--- src/rtl/posit_pack_pipe_if.sv ---
// Stream interface for the posit pack pipeline.
// Carries the unpacked operand (sign, signed scale, fraction, sticky, special
// flags) with its valid/ready pair, and the encoded posit result with its own
// valid/ready pair. The master drives operands and consumes results.
interface posit_pack_pipe_if #(
    parameter int N  = 16,
    parameter int es = 2
);
    localparam int Bs = $clog2(N);
    localparam int SW = es + Bs + 2;

    logic                 in_valid;
    logic                 in_ready;
    logic                 in_sign;
    logic signed [SW-1:0] in_scale;
    logic [N-1:0]         in_frac;
    logic                 in_sticky;
    logic                 in_zero;
    logic                 in_inf;
    logic                 out_valid;
    logic                 out_ready;
    logic [N-1:0]         out;
    logic                 out_inf;
    logic                 out_zero;

    modport master (
        output in_valid, in_sign, in_scale, in_frac, in_sticky, in_zero, in_inf, out_ready,
        input  in_ready, out_valid, out, out_inf, out_zero
    );

    modport slave (
        input  in_valid, in_sign, in_scale, in_frac, in_sticky, in_zero, in_inf, out_ready,
        output in_ready, out_valid, out, out_inf, out_zero
    );
endinterface

--- src/rtl/posit_pack_pipe.sv ---
// Three-stage pipelined posit encoder with valid/ready flow control.
// Stage p0 classifies the operand and splits the scale into regime count k
// and exponent e; stage p1 builds the regime and shifts {regime, e, frac}
// into the posit body with guard/round/sticky; stage p2 rounds, clamps to
// minpos/maxpos, applies the sign and resolves NaR/zero.
// Build option: define POSIT_PACK_RNE_EN for round-to-nearest-even;
// otherwise the body is truncated toward zero magnitude.
module posit_pack_pipe #(
    parameter int N  = 16,
    parameter int es = 2
) (
    input logic              clk,
    input logic              rst_n,
    posit_pack_pipe_if.slave bus
);
    localparam int Bs   = $clog2(N);
    localparam int SW   = es + Bs + 2;
    localparam int KW   = SW - es;          // regime count width
    localparam int SMAX = N - 3;            // largest regime shift for an unsaturated scale
    localparam int WW   = 2 + es + N + SMAX; // shifter width, nothing falls off the end
    localparam int BW   = N - 1;            // posit body without the sign bit

    localparam logic signed [SW:0] SAT_HI = (SW+1)'((N - 2) << es);
    localparam logic signed [SW:0] SAT_LO = -SAT_HI;
    localparam logic [N-1:0] MAXPOS = {1'b0, {(N-1){1'b1}}};
    localparam logic [N-1:0] MINPOS = {{(N-1){1'b0}}, 1'b1};
    localparam logic [N-1:0] NAR    = {1'b1, {(N-1){1'b0}}};

`ifdef POSIT_PACK_RNE_EN
    localparam bit RNE_EN = 1'b1;
`else
    localparam bit RNE_EN = 1'b0;
`endif

    // Round-to-nearest-even increment; zero when truncating.
    function automatic logic round_inc(input logic l, input logic g, input logic r, input logic st);
        logic rne;
        rne = g & (r | st | l);
        return RNE_EN ? rne : 1'b0;
    endfunction

    // Forces saturated scales and out-of-range rounded magnitudes onto minpos/maxpos.
    function automatic logic [N-1:0] saturate(input logic hi, input logic lo, input logic [N-1:0] sum);
        if (hi || sum[N-1]) return MAXPOS;
        if (lo || (sum == '0)) return MINPOS;
        return sum;
    endfunction

    logic vld_p0, vld_p1, vld_p2;
    logic ready_p0, ready_p1, ready_p2;

    logic                 sign_p0, sticky_p0, inf_p0, zero_p0, sat_hi_p0, sat_lo_p0;
    logic signed [KW-1:0] k_p0;
    logic [es-1:0]        e_p0;
    logic [N-1:0]         frac_p0;

    logic          sign_p1, g_p1, r_p1, st_p1, inf_p1, zero_p1, sat_hi_p1, sat_lo_p1;
    logic [BW-1:0] body_p1;

    logic [N-1:0] out_p2;
    logic         out_inf_p2, out_zero_p2;

    logic signed [SW:0] scale_x;
    logic               sat_hi, sat_lo;
    logic               fill;
    logic [KW-1:0]      shamt;
    logic [WW-1:0]      wide, shifted;
    logic               inc;
    logic [N-1:0]       mag_sum, mag, posit;

    assign ready_p2 = !vld_p2 || bus.out_ready;
    assign ready_p1 = !vld_p1 || ready_p2;
    assign ready_p0 = !vld_p0 || ready_p1;

    assign bus.in_ready  = ready_p0;
    assign bus.out_valid = vld_p2;
    assign bus.out       = out_p2;
    assign bus.out_inf   = out_inf_p2;
    assign bus.out_zero  = out_zero_p2;

    // Saturation compare on a sign-extended scale so the extremes cannot wrap.
    always_comb begin
        scale_x = {bus.in_scale[SW-1], bus.in_scale};
        sat_hi  = scale_x >= SAT_HI;
        sat_lo  = scale_x < SAT_LO;
    end

    // Regime builder: shift {10|01, e, frac} right by k (or ~k), filling with the regime bit.
    always_comb begin
        fill    = ~k_p0[KW-1];
        shamt   = k_p0[KW-1] ? ~k_p0 : k_p0;
        wide    = {fill, ~fill, e_p0, frac_p0, {SMAX{1'b0}}};
        shifted = fill ? ~((~wide) >> shamt) : (wide >> shamt);
    end

    // Round, clamp, apply sign, then let NaR and zero override everything.
    always_comb begin
        inc     = round_inc(body_p1[0], g_p1, r_p1, st_p1);
        mag_sum = {1'b0, body_p1} + {{(N-1){1'b0}}, inc};
        mag     = saturate(sat_hi_p1, sat_lo_p1, mag_sum);
        posit   = sign_p1 ? -mag : mag;
        if (inf_p1) posit = NAR;
        else if (zero_p1) posit = '0;
    end

    // Stage valid bits and the registered result; a stage advances when it is empty or its successor takes its item.
    always_ff @(posedge clk or negedge rst_n) begin
        if (!rst_n) begin
            vld_p0      <= 1'b0;
            vld_p1      <= 1'b0;
            vld_p2      <= 1'b0;
            out_p2      <= '0;
            out_inf_p2  <= 1'b0;
            out_zero_p2 <= 1'b0;
        end else begin
            if (ready_p0) vld_p0 <= bus.in_valid;
            if (ready_p1) vld_p1 <= vld_p0;
            if (ready_p2) vld_p2 <= vld_p1;
            // ---- stage p2: rounded posit ----
            if (ready_p2 && vld_p1) begin
                out_p2      <= posit;
                out_inf_p2  <= inf_p1;
                out_zero_p2 <= zero_p1 && !inf_p1;
            end
        end
    end

    // Datapath registers for stages p0 and p1; no reset, qualified by the valid bits.
    always_ff @(posedge clk) begin
        // ---- stage p0: classify and split scale; k is the arithmetic floor scale >>> es ----
        if (ready_p0 && bus.in_valid) begin
            sign_p0   <= bus.in_sign;
            k_p0      <= bus.in_scale[SW-1:es];
            e_p0      <= bus.in_scale[es-1:0];
            frac_p0   <= bus.in_frac;
            sticky_p0 <= bus.in_sticky;
            inf_p0    <= bus.in_inf;
            zero_p0   <= bus.in_zero && !bus.in_inf;
            sat_hi_p0 <= sat_hi && !bus.in_inf && !bus.in_zero;
            sat_lo_p0 <= sat_lo && !bus.in_inf && !bus.in_zero;
        end
        // ---- stage p1: regime-built body with guard, round and sticky ----
        if (ready_p1 && vld_p0) begin
            sign_p1   <= sign_p0;
            body_p1   <= shifted[WW-1 -: BW];
            g_p1      <= shifted[WW-1-BW];
            r_p1      <= shifted[WW-2-BW];
            st_p1     <= (|shifted[WW-3-BW:0]) | sticky_p0;
            inf_p1    <= inf_p0;
            zero_p1   <= zero_p0;
            sat_hi_p1 <= sat_hi_p0;
            sat_lo_p1 <= sat_lo_p0;
        end
    end
endmodule
--- src/flat_wrapper.sv ---
// flat-port wrapper written by rule: the top's interface ports become plain ports
module posit_pack_pipe_flat 
#(
    parameter int N  = 16,
    parameter int es = 2
)
  (clk, rst_n, bus_in_valid, bus_in_sign, bus_in_scale, bus_in_frac, bus_in_sticky, bus_in_zero, bus_in_inf, bus_out_ready, bus_in_ready, bus_out_valid, bus_out, bus_out_inf, bus_out_zero);
  posit_pack_pipe_if #(.N(N), .es(es)) bus_i ();
  input logic clk;
  input logic rst_n;
  input wire logic [$bits(bus_i.in_valid)-1:0] bus_in_valid;
  input wire logic [$bits(bus_i.in_sign)-1:0] bus_in_sign;
  input wire logic [$bits(bus_i.in_scale)-1:0] bus_in_scale;
  input wire logic [$bits(bus_i.in_frac)-1:0] bus_in_frac;
  input wire logic [$bits(bus_i.in_sticky)-1:0] bus_in_sticky;
  input wire logic [$bits(bus_i.in_zero)-1:0] bus_in_zero;
  input wire logic [$bits(bus_i.in_inf)-1:0] bus_in_inf;
  input wire logic [$bits(bus_i.out_ready)-1:0] bus_out_ready;
  output wire logic [$bits(bus_i.in_ready)-1:0] bus_in_ready;
  output wire logic [$bits(bus_i.out_valid)-1:0] bus_out_valid;
  output wire logic [$bits(bus_i.out)-1:0] bus_out;
  output wire logic [$bits(bus_i.out_inf)-1:0] bus_out_inf;
  output wire logic [$bits(bus_i.out_zero)-1:0] bus_out_zero;
  assign bus_i.in_valid = bus_in_valid;
  assign bus_i.in_sign = bus_in_sign;
  assign bus_i.in_scale = bus_in_scale;
  assign bus_i.in_frac = bus_in_frac;
  assign bus_i.in_sticky = bus_in_sticky;
  assign bus_i.in_zero = bus_in_zero;
  assign bus_i.in_inf = bus_in_inf;
  assign bus_i.out_ready = bus_out_ready;
  assign bus_in_ready = bus_i.in_ready;
  assign bus_out_valid = bus_i.out_valid;
  assign bus_out = bus_i.out;
  assign bus_out_inf = bus_i.out_inf;
  assign bus_out_zero = bus_i.out_zero;
  posit_pack_pipe #(.N(N), .es(es)) u_core (.clk(clk), .rst_n(rst_n), .bus(bus_i));
endmodule
--- config.mk ---
export PLATFORM = sky130hd
export DESIGN_NAME = posit_pack_pipe_flat
export DESIGN_NICKNAME = d
export VERILOG_FILES = /design/src/rtl/posit_pack_pipe_if.sv /design/src/rtl/posit_pack_pipe.sv /design/src/flat_wrapper.sv
export SDC_FILE = /design/constraint.sdc
export NUM_CORES = 1
export LEC_CHECK = 0
export BUFFER_PORTS_ARGS = -buffer_cell sky130_fd_sc_hd__buf_2
export CORE_MARGIN = 4
export CORE_UTILIZATION = 25
export CTS_BUF_LIST = sky130_fd_sc_hd__clkbuf_8
export CTS_CLUSTER_DIAMETER = 80
export DETAILED_ROUTE_END_ITERATION = 12
export GPL_TIMING_DRIVEN = 0
export PLACE_DENSITY = 0.5
export SLEW_MARGIN = 40
export SYNTH_ARGS = -nofsm -noshare
export SYNTH_HDL_FRONTEND = slang
export SYNTH_SLANG_ARGS = --single-unit
export TNS_END_PERCENT = 5
--- constraint.sdc ---
create_clock -name clk -period 2.95 [get_ports clk]
set_clock_uncertainty 0.15 [all_clocks]
set_input_delay 0.7375 -clock clk [delete_from_list [all_inputs] [get_ports clk]]
set_output_delay 0.7375 -clock clk [all_outputs]
set_load 0.02 [all_outputs]
==> impl_metrics.toml, run 1 <==
[status]
status = "finished clean"

[worst_setup_path]
cp.required_ns = 2.90
crit_path_start_kind = "register"
r2r_cells = 11
worstPathMaxFanout = 10
arrival_ns = 2.78
r2r-start = "u_core.k_p0[5]"
cp-startpoint = "u_core.k_p0[5]"
crit_end = "u_core.body_p1[1]"
end_kind = "register"
worstReg2RegEnd = "u_core.body_p1[1]"
reg2reg_slack_ns = 0.12
crit_type = "register to register"

[logic_synthesis]
syn-num-nets = 417
ys_seq_elements = 65
synth_edf_count = 44
synth.yosys.seq_area_share_pct = 47.49
syn_area_um2 = 3889
async_reset_ff_share_pct = 32.31
synth_commonest_cells = "44 x edfxtp_1, 39 x a21oi_1, 32 x nand2_1, 28 x nor2_1, 27 x o21ai_0"
yosysWarnings = 0
avgSynthCellArea_um2 = 10.18
synth_ff_type = "edfxtp_1"
synthCells = 382
yosysMostFrequentCell = "edfxtp_1"
synth_top_area_share_pct = 33.98
synth_top_area_cell = "edfxtp_1"
synth_area_leaders = "edfxtp_1 34%, dfrtp_1 14%, a21oi_1 5.0%"
yosysUniqueCellTypes = 62

[route]
vias = 3277
drc = 0
wirelength_um = 10610
antenna_left = 0
first_iter_violations = 357
vias_per_cell = 5.128
wire_per_inst_um = 16.60
drtPass1Iterations = 7

[grt]
track_usage_pct = 12.13
grt_pass1_wl_um = 17350
grt_pass1_vias = 3274
grt_max_degree = 25
antenna_found_initial = 0
grt_overflow_total = 0

[sta]
worst_pin_slew_ns = 0.6692
slew_violations = 0
fin_tns_setup_ns = 0
fmax_mhz = 353.7
fin_crit_ns = 2.827
setup_viol = 0
slew_headroom_pct = 54.91
whs_ns = 0.1745
min_period_over_period_pct = 95.84
rsz0062_at_grt = "true"
finalHoldViolCount = 0

[power_and_ir_drop]
vdd.ir_drop.worst_v = 0.0002196
power_density_nw_per_um2 = 563.1
p_total_uw = 2641
power.static_leakage_uw = 0.001768

[finish]
fin_cells = 639
layout-drive-gt1-share_pct = 22.17
area_growth_pct = 20.59
final_util_pct = 30.85
nets = 481
diodes = 0

[die]
ioPinCount = 52
fp.dieH_um = 132.7
rows = 45
core_um2 = 15200
start_util_pct = 25.58
die_w_um = 132.7
dieArea_um2 = 17610

[cts]
cts_buffer_depth = 2
numCtsBuffers = 9
path_clk_slew_ns = 0.08
clock-sinks = 65
clk_latency_ns = 0.35
hold_buffers = 0
root_buffer = "clkbuf_8"
cts_tree = "yes"
cts_htree_levels = 3

[placed_design]
dpl.hpwl_um = 7929
port_buffers = 45
dp.cells = 615
gp_congestion = 0.9072

[worst_hold_path]
min_path_type = "input pin to async pin"

[run]
cap_violations = 0
logic make-up (layout without fill, tap and decap cells):
family | Yosys count | after routing | share of synthesized area, %
multiplexers | 20 | 20 | 8.108
buffers and inverters | 38 | 107 | 3.797
adder cells (fa/ha/maj) | 3 | 3 | 0.9654
XOR/XNOR | 10 | 10 | 2.446
AND/OR/NAND/NOR | 119 | 119 | 15.73
AO/OA/AOI/OAI | 127 | 127 | 21.46
flip-flops | 65 | 65 | 47.49
critical path, stage by stage (launching register included):
cell      delay, ns
edfxtp_1       0.43
buf_6          0.15
buf_6          0.13
inv_2          0.09
buf_8          0.15
ha_4           0.22
buf_6          0.14
mux4_2         0.31
a222oi_1       0.37
buf_4          0.18
a211oi_1       0.06
o21a_1         0.21
per-layer routing:
metal  GRT usage, %  routed length, µm  part of all wire (%)
met1          15.32               4612                    43
met3          3.042                544                   5.1
met5              0                  0                     0
met2          20.31               5268                    50
met4          4.042                185                   1.7
flip-flops by register name, summed over array words and instances, names as in the netlist:
name	cells
u_core.body_p1	15
u_core.bus.out	16
u_core.bus.out_inf	1
u_core.bus.out_valid	1
u_core.bus.out_zero	1
u_core.e_p0	2
u_core.frac_p0	11
u_core.inf_p0	1
u_core.inf_p1	1
u_core.k_p0	6
u_core.sat_hi_p0	1
u_core.sat_hi_p1	1
u_core.sat_lo_p0	1
u_core.sat_lo_p1	1
u_core.sign_p0	1
u_core.sign_p1	1
u_core.vld_p0	1
u_core.vld_p1	1
u_core.zero_p0	1
u_core.zero_p1	1
power by group:
part / leakage (µW) / internal [µW] / switching [µW]
sequential: 0.000695 / 1090 / 79.8
clock: 0.000104 / 398 / 395
combinational: 0.000968 / 274 / 401
repair_timing:
item,in CTS,in global routing
setup buffers,2,7
hold endpoints to repair,0,0
pin swaps,1,1
gates resized for setup,10,5
setup endpoints to repair,14,11
cells in the final DEF (no fill, tap or decap), types with 9 or more instances in the layout:
cell and count:
a21oi_1 39, o21ai_0 26, nand3_1 10, inv_1 10
clkbuf_1 15, edfxtp_1 44, dfrtp_1 21, clkbuf_8 9
nor2_1 28, buf_2 46, buf_4 9, nand2_1 32
per-stage QoR:
| step | setup WS, ns | instance area [µm²] |
|---|---|---|
| final | 0.1226 | 4690 |
| after floorplan | 0.03813 | 3895 |
| after global routing | -0.03258 | 4690 |
| after global placement | -0.4279 | 4355 |
| after CTS | 0.008868 | 4614 |
| after detailed placement | -0.4407 | 4357 |
cell type report:
class,instances,area [µm²]
clock buffer,9,123.9
tap,188,235.2
clock inverter,7,75.07
buffer,24,132.6
timing repair buffer,54,292.8
fill,1598,10510
inverter,13,48.80
sequential,65,1847
multi-input combinational,279,1934
worst min-delay path by stage:
stage,startpoint,endpoint,slack (ns),depth (start not counted)
3_3_place_gp,u_core.sign_p0,u_core.sign_p1,0.26,0
2_1_floorplan,u_core.inf_p0,u_core.inf_p1,0.25,0
5_1_grt,rst_n,u_core.bus.out_valid,0.21,1
3_5_place_dp,u_core.sat_hi_p0,u_core.sat_hi_p1,0.25,0
6_report,rst_n,u_core.bus.out[11],0.17,1
4_1_cts,rst_n,u_core.bus.out[7],0.18,1
No activity file was read; power rests on OpenSTA's default activity.
==> run 2, diff against run 1 <==
CORE_UTILIZATION = 54   (was 25)
MAX_ROUTING_LAYER = met4   (was not set)
PLACE_DENSITY = 0.86   (was 0.5)
==> impl_metrics.toml, run 2 (synthesis gave the netlist of run 1 again) <==
[finish]
layout-drive-gt1-share_pct = 21.08
final_area_um2 = 4588
largest_reg_flops = 16
final_common_cell = "buf_2"
nets = 476
diodes = 0
fin_cells = 542
area_growth_pct = 17.99
layout_common_cells = "47 x buf_2, 44 x edfxtp_1, 39 x a21oi_1, 32 x nand2_1, 28 x nor2_1"

[route]
vias = 3390
wire_per_inst_um = 17.87
drtPass1Iterations = 5
vias_per_cell = 6.255
first_iter_violations = 205
antenna_left = 0
drc = 0
wirelength_um = 9688

[cts]
cts_buffer_depth = 2
hold_buffers = 0
root_buffer = "clkbuf_8"
cts_tree = "yes"
clk_latency_ns = 0.35
numCtsBuffers = 9
clock-sinks = 65
path_clk_slew_ns = 0.08
cts_htree_levels = 3

[grt]
grt_max_degree = 25
track_usage_pct = 23.66
grt_pass1_wl_um = 15620
antenna_found_initial = 0
grt_pass1_vias = 3291
grt_overflow_total = 0

[placed_design]
dpl.hpwl_um = 6775
gp_congestion = 1.011
port_buffers = 45
dp_worst_setup_slack_ns = -0.4441
dp.cells = 523
post_dp_cell_area_um2 = 4242

[sta]
rsz0062_at_grt = "false"
min_period_over_period_pct = 97.87
worst_pin_slew_ns = 0.7905
fmax_mhz = 346.3
finalWorstSetupSlack_ns = 0.06269
fin_crit_ns = 2.887
setup_viol = 0
slew_headroom_pct = 47.30
slew_violations = 0
finalHoldViolCount = 0

[power_and_ir_drop]
power.static_leakage_uw = 0.001757
vdd.ir_drop.worst_v = 0.0002733
power_density_nw_per_um2 = 608.5

[status]
status = "finished clean"

[die]
dieArea_um2 = 8623
rows = 30
core_um2 = 6907
fp.dieH_um = 92.86
ioPinCount = 52
die_w_um = 92.86
start_util_pct = 56.30

[worst_setup_path]
arrival_ns = 2.97
crit_type = "register to register"
end_kind = "register"
cp.required_ns = 3.04
worstPathMaxFanout = 6
crit_path_start_kind = "register"

[worst_hold_path]
min_path_type = "input pin to async pin"

[run]
cap_violations = 0
==> run 2: through the flow <==
| step | total power (µW) | TNS [ns] | util [%] | hold slack (ns) |
|---|---|---|---|---|
| after floorplan | 1621 | 0 | - | 0.2503 |
| after global placement | 1796 | -3.045 | 61.39 | 0.2534 |
| after detailed placement | 1810 | -3.532 | 61.41 | 0.2545 |
| after CTS | 2776 | 0 | 65.56 | 0.1850 |
| after global routing | 2920 | 0 | 66.43 | 0.2070 |
| final | 2792 | 0 | 66.43 | 0.1824 |
==> run 2: final timing paths <==
check | startpoint | endpoint | slack, ns | depth (start not counted)
setup / recovery | u_core.body_p1[1] | u_core.bus.out[6] | 0.06 | 9
hold / removal | rst_n | u_core.bus.out[14] | 0.18 | 1
setup reg to reg | u_core.body_p1[1] | u_core.bus.out[6] | 0.06 | 9
hold reg to reg | u_core.sat_hi_p0 | u_core.sat_hi_p1 | 0.27 | 0
max in group asynchronous | rst_n | u_core.bus.out[3] | 2.14 | 1
min in group clk | u_core.sat_hi_p0 | u_core.sat_hi_p1 | 0.27 | 0
==> run 2: repair_timing <==
item | 4_1_cts | 5_1_grt
buffers inserted | 2 | 2
pin swaps | 1 | 3
endpoints found under the setup margin | 14 | 13
gates cloned | 0 | 0
gates resized for setup | 7 | 11
==> run 2: worst max-delay path, cell delays in order (launching register included) <==
cell and delay, ns:
edfxtp_1 0.46, or4_4 0.61, o31a_1 0.33, nor3b_1 0.17
ha_2 0.22, nand2b_1 0.20, o21ai_1 0.18, a21oi_1 0.22
o31a_1 0.16, o21ai_0 0.08
==> run 2: layout make-up <==
| cell class | count | area (µm²) |
|---|---|---|
| Multi-Input combinational cell | 279 | 1942 |
| Fill cell | 563 | 2318 |
| Sequential cell | 65 | 1847 |
| Timing Repair Buffer | 49 | 255.2 |
| Buffer | 24 | 126.4 |
| Clock inverter | 7 | 125.1 |
| Inverter | 13 | 48.80 |
| Clock buffer | 9 | 123.9 |
| Tap cell | 96 | 120.1 |
==> run 2: layer usage <==
| metal | wire, µm | share of wire [%] | up-vias | GRT usage, % |
|---|---|---|---|---|
| met4 | 329 | 3.4 | 0 | 11.84 |
| met3 | 761 | 7.9 | 37 | 5.605 |
| met5 | 0 | 0 | - | - |
| li1 | - | - | 1593 | - |
| met2 | 4814 | 50 | 206 | 40.01 |
| met1 | 3781 | 39 | 1554 | 26.12 |
==> run 2: power by group <==
group	switching (µW)	internal [µW]	leakage, µW	total (µW)
Clock	387	570	0.000124	958
Sequential	79.4	1090	0.000695	1170
Combinational	397	264	0.000937	661
Total	864	1930	0.00176	2790
